`config.mk`:
```
export PLATFORM = sky130hd
export DESIGN_NAME = srff_driver
export DESIGN_NICKNAME = d
export VERILOG_FILES = /design/src/rtl/srff_drv_pkg.sv /design/src/rtl/req_fifo.sv /design/src/rtl/srff_driver.sv
export SDC_FILE = /design/constraint.sdc
export NUM_CORES = 1
export LEC_CHECK = 0
export CAP_MARGIN = 15
export CORE_MARGIN = 2
export CORE_UTILIZATION = 35
export CTS_BUF_LIST = sky130_fd_sc_hd__clkbuf_8 sky130_fd_sc_hd__clkbuf_16
export CTS_CLUSTER_DIAMETER = 80
export DETAILED_ROUTE_END_ITERATION = 10
export GPL_ROUTABILITY_DRIVEN = 0
export PLACE_DENSITY_LB_ADDON = 0.1
export SYNTH_ARGS = -nofsm -noshare
export SYNTH_HDL_FRONTEND = slang
export SYNTH_SLANG_ARGS = --single-unit
```
`constraint.sdc`:
```
create_clock -name clk -period 3.51 [get_ports clk]
set_input_delay 0.702 -clock clk [delete_from_list [all_inputs] [get_ports clk]]
set_output_delay 0.702 -clock clk [all_outputs]
set_load 0.05 [all_outputs]
```
`src/rtl/srff_drv_pkg.sv`:
```
// Shared definitions for the SR flip-flop command driver: FSM encodings
// and the skip counter width/saturation helper.
package srff_drv_pkg;

  typedef enum logic [1:0] {
    ST_IDLE  = 2'd0,
    ST_PULSE = 2'd1,
    ST_GAP   = 2'd2
  } state_e;

  localparam int unsigned       SKIP_W   = 8;
  localparam logic [SKIP_W-1:0] SKIP_MAX = '1;

  // Increment that sticks at SKIP_MAX.
  function automatic logic [SKIP_W-1:0] skip_sat_inc(input logic [SKIP_W-1:0] v);
    return (v == SKIP_MAX) ? v : v + 1'b1;
  endfunction

endpackage

```
`src/rtl/req_fifo.sv`:
```
// Synchronous 1-bit-wide request FIFO. The head entry is visible
// combinationally on dout; push and pop may occur on the same edge.
module req_fifo #(
  parameter int unsigned DEPTH = 4
) (
  input  logic                   clk,
  input  logic                   rst,
  input  logic                   push,
  input  logic                   din,
  input  logic                   pop,
  output logic                   dout,
  output logic                   full,
  output logic                   empty,
  output logic [$clog2(DEPTH):0] count
);

  localparam int unsigned AW = $clog2(DEPTH);

  logic [DEPTH-1:0] mem_q;
  logic [AW-1:0]    wr_ptr_q;
  logic [AW-1:0]    rd_ptr_q;
  logic [AW:0]      count_q;
  logic             push_ok;
  logic             pop_ok;

  assign full    = (count_q == (AW+1)'(DEPTH));
  assign empty   = (count_q == '0);
  assign count   = count_q;
  assign dout    = mem_q[rd_ptr_q];
  assign push_ok = push && !full;
  assign pop_ok  = pop && !empty;

  // Storage, pointers (wrap naturally at power-of-2 depth) and occupancy.
  always_ff @(posedge clk or posedge rst) begin
    if (rst) begin
      mem_q    <= '0;
      wr_ptr_q <= '0;
      rd_ptr_q <= '0;
      count_q  <= '0;
    end else begin
      if (push_ok) begin
        mem_q[wr_ptr_q] <= din;
        wr_ptr_q        <= wr_ptr_q + 1'b1;
      end
      if (pop_ok) begin
        rd_ptr_q <= rd_ptr_q + 1'b1;
      end
      case ({push_ok, pop_ok})
        2'b10:   count_q <= count_q + 1'b1;
        2'b01:   count_q <= count_q - 1'b1;
        default: count_q <= count_q;
      endcase
    end
  end

endmodule

```
`src/rtl/srff_driver.sv`:
```
// Command-side driver for an SR flip-flop: queues requested levels and
// issues registered, mutually exclusive s/r pulses separated by an idle gap,
// skipping requests that match the shadow flip-flop state.
module srff_driver
  import srff_drv_pkg::*;
#(
  parameter int unsigned PULSE_W = 1,
  parameter int unsigned GAP     = 2,
  parameter int unsigned DEPTH   = 4
) (
  input  logic              clk,
  input  logic              rst,
  input  logic              req_valid,
  input  logic              req_level,
  output logic              req_ready,
  output logic              s,
  output logic              r,
  output logic              q_model,
  output logic              busy,
  output logic [SKIP_W-1:0] skip_cnt
);

  localparam int unsigned CNT_MAX = (PULSE_W > GAP) ? PULSE_W : GAP;
  localparam int unsigned CW      = $clog2(CNT_MAX + 1);
  localparam logic [CW-1:0] PULSE_LOAD = CW'(PULSE_W - 1);
  localparam logic [CW-1:0] GAP_LOAD   = (GAP != 0) ? CW'(GAP - 1) : '0;

  state_e              state_q, state_d;
  logic [CW-1:0]       cnt_q, cnt_d;
  logic                s_q, s_d;
  logic                r_q, r_d;
  logic                qm_q, qm_d;
  logic [SKIP_W-1:0]   skip_q, skip_d;

  logic                pop;
  logic                head;
  logic                full;
  logic                empty;
  logic [$clog2(DEPTH):0] count;

  req_fifo #(
    .DEPTH(DEPTH)
  ) u_req_fifo (
    .clk  (clk),
    .rst  (rst),
    .push (req_valid && req_ready),
    .din  (req_level),
    .pop  (pop),
    .dout (head),
    .full (full),
    .empty(empty),
    .count(count)
  );

  // State register plus the registered pulse outputs, shadow and counters;
  // async reset drops s/r immediately.
  always_ff @(posedge clk or posedge rst) begin
    if (rst) begin
      state_q <= ST_IDLE;
      cnt_q   <= '0;
      s_q     <= 1'b0;
      r_q     <= 1'b0;
      qm_q    <= 1'b0;
      skip_q  <= '0;
    end else begin
      state_q <= state_d;
      cnt_q   <= cnt_d;
      s_q     <= s_d;
      r_q     <= r_d;
      qm_q    <= qm_d;
      skip_q  <= skip_d;
    end
  end

  // Next-state selection.
  always_comb begin
    state_d = state_q;
    case (state_q)
      ST_IDLE:  if (!empty && (head != qm_q)) state_d = ST_PULSE;
      ST_PULSE: if (cnt_q == '0) state_d = (GAP != 0) ? ST_GAP : ST_IDLE;
      ST_GAP:   if (cnt_q == '0) state_d = ST_IDLE;
      default:  state_d = ST_IDLE;
    endcase
  end

  // Pop decision, pulse levels, shadow update and counter loads.
  // s/r, q_model and the counter are all computed here so the pulse start
  // and the shadow change land on the same edge.
  always_comb begin
    pop    = 1'b0;
    cnt_d  = cnt_q;
    s_d    = s_q;
    r_d    = r_q;
    qm_d   = qm_q;
    skip_d = skip_q;
    case (state_q)
      ST_IDLE: begin
        if (!empty) begin
          pop = 1'b1;
          if (head == qm_q) begin
            skip_d = skip_sat_inc(skip_q);
          end else begin
            s_d   = head;
            r_d   = ~head;
            qm_d  = head;
            cnt_d = PULSE_LOAD;
          end
        end
      end
      ST_PULSE: begin
        if (cnt_q == '0) begin
          s_d   = 1'b0;
          r_d   = 1'b0;
          cnt_d = GAP_LOAD;
        end else begin
          cnt_d = cnt_q - 1'b1;
        end
      end
      ST_GAP: begin
        if (cnt_q != '0) cnt_d = cnt_q - 1'b1;
      end
      default: begin
        s_d = 1'b0;
        r_d = 1'b0;
      end
    endcase
  end

  assign s         = s_q;
  assign r         = r_q;
  assign q_model   = qm_q;
  assign skip_cnt  = skip_q;
  assign req_ready = ~full;
  assign busy      = (state_q != ST_IDLE) || (count != '0);

endmodule

```
==> results of run 1 <==
[worst max-delay path, cell delays in order, from the launching register on]
cell and delay (ps):
dfrtp_1 430, inv_1 160, ha_1 420, nand2_1 100, clkdlybuf4s50_1 710
[per-layer routing]
layer	vias to the layer above	routed length, microns	global-route usage, %
li1	544	-	-
met4	0	29	4.193
met3	4	96	3.276
met1	540	1388	15.49
met2	16	1409	19.42
met5	-	0	0
[cell families (layout without fill, tap and decap cells)]
logic type,Yosys count,after routing
compound gates,22,22
xor+xnor,14,14
fa+ha+maj,14,14
buf+inv,15,34
flops,26,26
mux,9,9
simple gates,46,46
[path summary, 6_finish.rpt]
kind / to / slack, ps
worst max-delay path: busy / 720
worst min-delay path: u_req_fifo.rd_ptr_q[1] / 500
worst max register to register: u_req_fifo.count[2] / 990
worst min register to register: u_req_fifo.rd_ptr_q[1] / 500
max in group asynchronous: u_req_fifo.wr_ptr_q[0] / 1920
min in group asynchronous: skip_cnt[7] / 980
[registers in the layout, indices dropped and copies added (netlist names)]
signal / cells
r: 1
u_req_fifo.rd_ptr_q: 2
u_req_fifo.mem_q: 4
cnt_q: 2
skip_cnt: 8
u_req_fifo.count: 3
u_req_fifo.wr_ptr_q: 2
s: 1
state_q: 2
q_model: 1
[cell type report]
type / count / area [sq um] / area share (%)
clock buffers: 4 / 55.05 / 3.010
inverters: 13 / 48.80 / 2.668
multi-input cells: 105 / 842.1 / 46.03
flip-flops and latches: 26 / 650.6 / 35.57
well taps: 52 / 65.06 / 3.557
repair buffers: 17 / 167.7 / 9.166
[cell usage in the layout, fill, tap and decap left out, types with 2 or more instances in the layout]
cell type / netlist / layout
or3_1: 2 / 2
nand2_1: 15 / 15
ha_1: 13 / 13
a21oi_1: 4 / 4
o211ai_1: 2 / 2
clkbuf_8: 0 / 4
xor2_1: 10 / 10
nor2_1: 7 / 7
nor4_2: 2 / 2
nand3_1: 5 / 5
nand4_1: 3 / 3
nor3_1: 2 / 2
o21ai_1: 2 / 2
mux2i_1: 2 / 2
nor2b_1: 2 / 2
xnor2_1: 3 / 3
clkdlybuf4s50_1: 0 / 16
o21ai_0: 5 / 5
inv_1: 13 / 13
mux2_2: 5 / 5
dfrtp_1: 26 / 26
[stage by stage]
step / hold slack [ps] / cell area (sq um) / cells / setup WS, ps / utilization [%]
global placement: 478.8 / 1774 / 213 / 920.2 / 41.03
global route: 523.5 / 1829 / 217 / 615.5 / 42.30
finish: 501.6 / 1829 / 217 / 717.4 / 42.30
floorplan: 452.8 / 1556 / 146 / 1460 / -
detailed placement: 486.0 / 1774 / 213 / 817.2 / 41.03
CTS: 501.3 / 1829 / 217 / 669.9 / 42.30
==> flow_summary.ini, run 1 <==
[detailed_routing]
wl_per_cell_microns = 13.47
wl_microns = 2923
ant_nets = 0
via_count = 1104
dr.first_iter.drc_count = 50
drc = 0
first_pass_iters = 4
viasPerCell = 5.088

[synthesis]
synthXorXnorAreaFrac_pct = 8.360
synth_compound_area_share_pct = 9.244
syn_inst = 146
synthArstFlopShare_pct = 100.0
yosysMostFrequentCell = dfrtp_1
synth_area_per_cell_sq_um = 10.66
synth_nets = 164
synthMuxAreaShare_pct = 7.074
synth_top_area_cell = dfrtp_1
synth_area_sq_um = 1556
synth_edf_count = 0
synth_seq_cells = 26
ys_top_cells_by_area = dfrtp_1 (42%), ha_1 (10%), xor2_1 (5.6%), mux2_2 (3.6%), nand2_1 (3.6%)
synth-adder-area-share_pct = 11.74
ys_top_cells_by_count = dfrtp_1 (26), nand2_1 (15), ha_1 (13), inv_1 (13), xor2_1 (10)
seq_area_frac_synth_pct = 41.80
ys_types = 42
yosysWarningCount = 0
yosys.area_share.simple_pct = 17.68
synth-main-ff-cell = dfrtp_1
synth_top_family_by_area = simple AND/OR/NAND/NOR gates
yosysTopAreaCellShare_pct = 41.80

[clock_network]
postCtsHoldBufs = 0
cts.sinks = 26
post-cts-setup-buffers = 0
clk_latency_ps = 270
numCtsBuffers = 3
htreeDepth = 1
cts_resized = 0
clock-root-buffer = clkbuf_8
clk_pin_slew_ps = 90
cts_tree = yes
cts_max_path_buffers = 2

[global_routing]
grt_pass1_vias = 1142
overflow = 0
grt_antenna_before_repair = 0
grt_pass1_wl_microns = 4878
grt_usage_pct = 11.99
grt_max_degree = 27

[layout]
fill_cells = 433
area_delta_synth_final_pct = 17.52
diodes = 0
drive_gt1_share_pct = 10.91
final_nets = 184

[status]
outcome = complete, no violations

[die]
die_area_sq_um = 4996
pin_count = 17
die_h_microns = 70.69
initial_utilization_pct = 36.00
core_sq_um = 4324
die_w_microns = 70.69
row_count = 24

[worst_hold_path]
whs_path_depth = 1
hp-start = u_req_fifo.rd_ptr_q[1]
hp-class = register to register

[sta]
relSlewSlack_pct = 32.01
fmax_mhz = 358.1
hold_viol_final = 0
drv_slew = 0
fin_skew_ps = 6.108
timing.final.crit_period_ps = 2793
setup_viol = 0
tightest_slew_ps = 1019
setup_tns_ps = 0
rsz0062_at_grt = no
fin_crit_sh_pct = 79.56

[setup_path]
worstPathRequired_ps = 2810
crit_type = register to output pin
cp-start-kind = register
startpoint = state_q[0]
critical_path_peak_fanout = 11
cp_data_arrival_time_ps = 2090
timing.rr.start = state_q[0]
rr_worst_depth = 9
cp-end-kind = output pin

[placement]
port_buffers = 16
dpl.hpwl_microns = 2152

[job]
cap_viol_max_count = 0
Power of run 1 is not shown: default switching activity piles up to over one toggle a cycle in this logic, so the estimate is an artifact.
==> run 2: changes to the inputs <==
Clock period 3.51 ns to 2.8 ns, I/O delays scaled along.
==> flow_summary.ini, run 2 (synthesized netlist as in run 1, its figures left out) <==
[die]
pin_count = 17
initial_utilization_pct = 36.00
core_sq_um = 4324
die_h_microns = 70.69
die_w_microns = 70.69
die_area_sq_um = 4996
row_count = 24

[global_routing]
grt_usage_pct = 12.93
grt_max_degree = 27
grt_pass1_wl_microns = 5333
grt_antenna_before_repair = 0
grt_pass1_vias = 1168
overflow = 0

[sta]
setup_tns_ps = 0
drv_slew = 0
relSlewSlack_pct = 49.33
setup_viol = 0
tightest_slew_ps = 759.4
timing.final.crit_period_ps = 2608
hold_viol_final = 0
rsz0062_at_grt = no
fin_skew_ps = 8.080
fin_crit_sh_pct = 93.13
fmax_mhz = 383.5

[clock_network]
htreeDepth = 1
clk_latency_ps = 270
cts.sinks = 26
numCtsBuffers = 3
post-cts-setup-buffers = 0
cts_tree = yes
clock-root-buffer = clkbuf_8
cts_resized = 0
clk_pin_slew_ps = 100
cts_max_path_buffers = 2
postCtsHoldBufs = 0

[setup_path]
worstPathRequired_ps = 2240
worst_path_max_delay_cell = clkdlybuf4s50_1
cp_data_arrival_time_ps = 2050
crit_path_max_incr_delay_ps = 710
cp-end-kind = output pin
path_cells = inv_1 -> ha_1 -> nand2_1 -> clkdlybuf4s50_1
cp-start-kind = register
critical_path_peak_fanout = 11
crit_type = register to output pin

[status]
outcome = complete, no violations

[layout]
fin_util_pct = 43.03
finalNonFillerCells = 219
final_nets = 186
mostFrequentLayoutCells = dfrtp_1 (26), clkdlybuf4s50_1 (16), nand2_1 (15), inv_1 (13), ha_1 (13)
area_delta_synth_final_pct = 19.53
largest_reg_flops = 8
mostFrequentLayoutCell = dfrtp_1
drive_gt1_share_pct = 11.98
fill_cells = 429
diodes = 0

[detailed_routing]
wl_per_cell_microns = 13.78
viasPerCell = 5.032
via_count = 1102
ant_nets = 0
wl_microns = 3018
first_pass_iters = 4
dr.first_iter.drc_count = 45
drc = 0

[placement]
dp_cells = 215
port_buffers = 16
dpl.hpwl_microns = 2191

[job]
cap_viol_max_count = 0

[worst_hold_path]
hp-class = register to register
## run 2: changes by cell type in the layout (fill, tap and decap cells not counted)
cell and delta:
buf_4 +2, bufinv_16 +1, clkbuf_8 -1
## run 2: per-layer routing
layer	vias to the layer above	GRT usage [%]	part of all wire (%)
met5	-	0	0
met1	549	17.15	48
li1	543	-	-
met3	2	2.564	2.4
met4	0	3.145	0.63
met2	8	21.81	49
## run 2: through the flow
step                hold slack, ps  setup slack (ps)  area, sq um
floorplan                    452.8             811.5         1556
global placement             478.7             435.5         1789
detailed placement           477.4             316.2         1789
CTS                          495.6             160.4         1861
global route                 523.7             79.54         1861
finish                       490.7             192.5         1861
## run 2: final timing paths
| kind | depth (start not counted) | from | slack (ps) | end |
|---|---|---|---|---|
| min | 1 | u_req_fifo.rd_ptr_q[1] | 490 | u_req_fifo.rd_ptr_q[1] |
| min in group asynchronous | 3 | rst | 640 | u_req_fifo.mem_q[1] |
| min reg2reg | 1 | u_req_fifo.rd_ptr_q[1] | 490 | u_req_fifo.rd_ptr_q[1] |
| max in group asynchronous | 3 | rst | 1900 | state_q[1] |
| max reg2reg | 9 | state_q[0] | 310 | u_req_fifo.count[2] |
| max | 4 | state_q[0] | 190 | busy |
## run 2: worst max-delay path: cells and delay by family, from the launching register on
family | cells | cell delay [ps]
simple gates | 1 | 90
buf+inv | 2 | 860
flops | 1 | 420
fa+ha+maj | 1 | 400
## run 2: area by class of cell
cell class	count	area, sq um	area share, %
clock inverters	1	30.03	1.614
repair buffers	19	182.7	9.818
clock buffers	3	41.29	2.219
well taps	52	65.06	3.497
multi-input cells	105	842.1	45.26
flip-flops and latches	26	650.6	34.97
inverters	13	48.80	2.623
Power of run 2 is left out for the same reason.
==> run 3: changes to the inputs <==
Settings changed: SLEW_MARGIN set to 0.
==> results of run 3 <==
Same layout as run 2: the final DEF is identical, and so are final timing and power.
Power of run 3 is left out for the same reason.
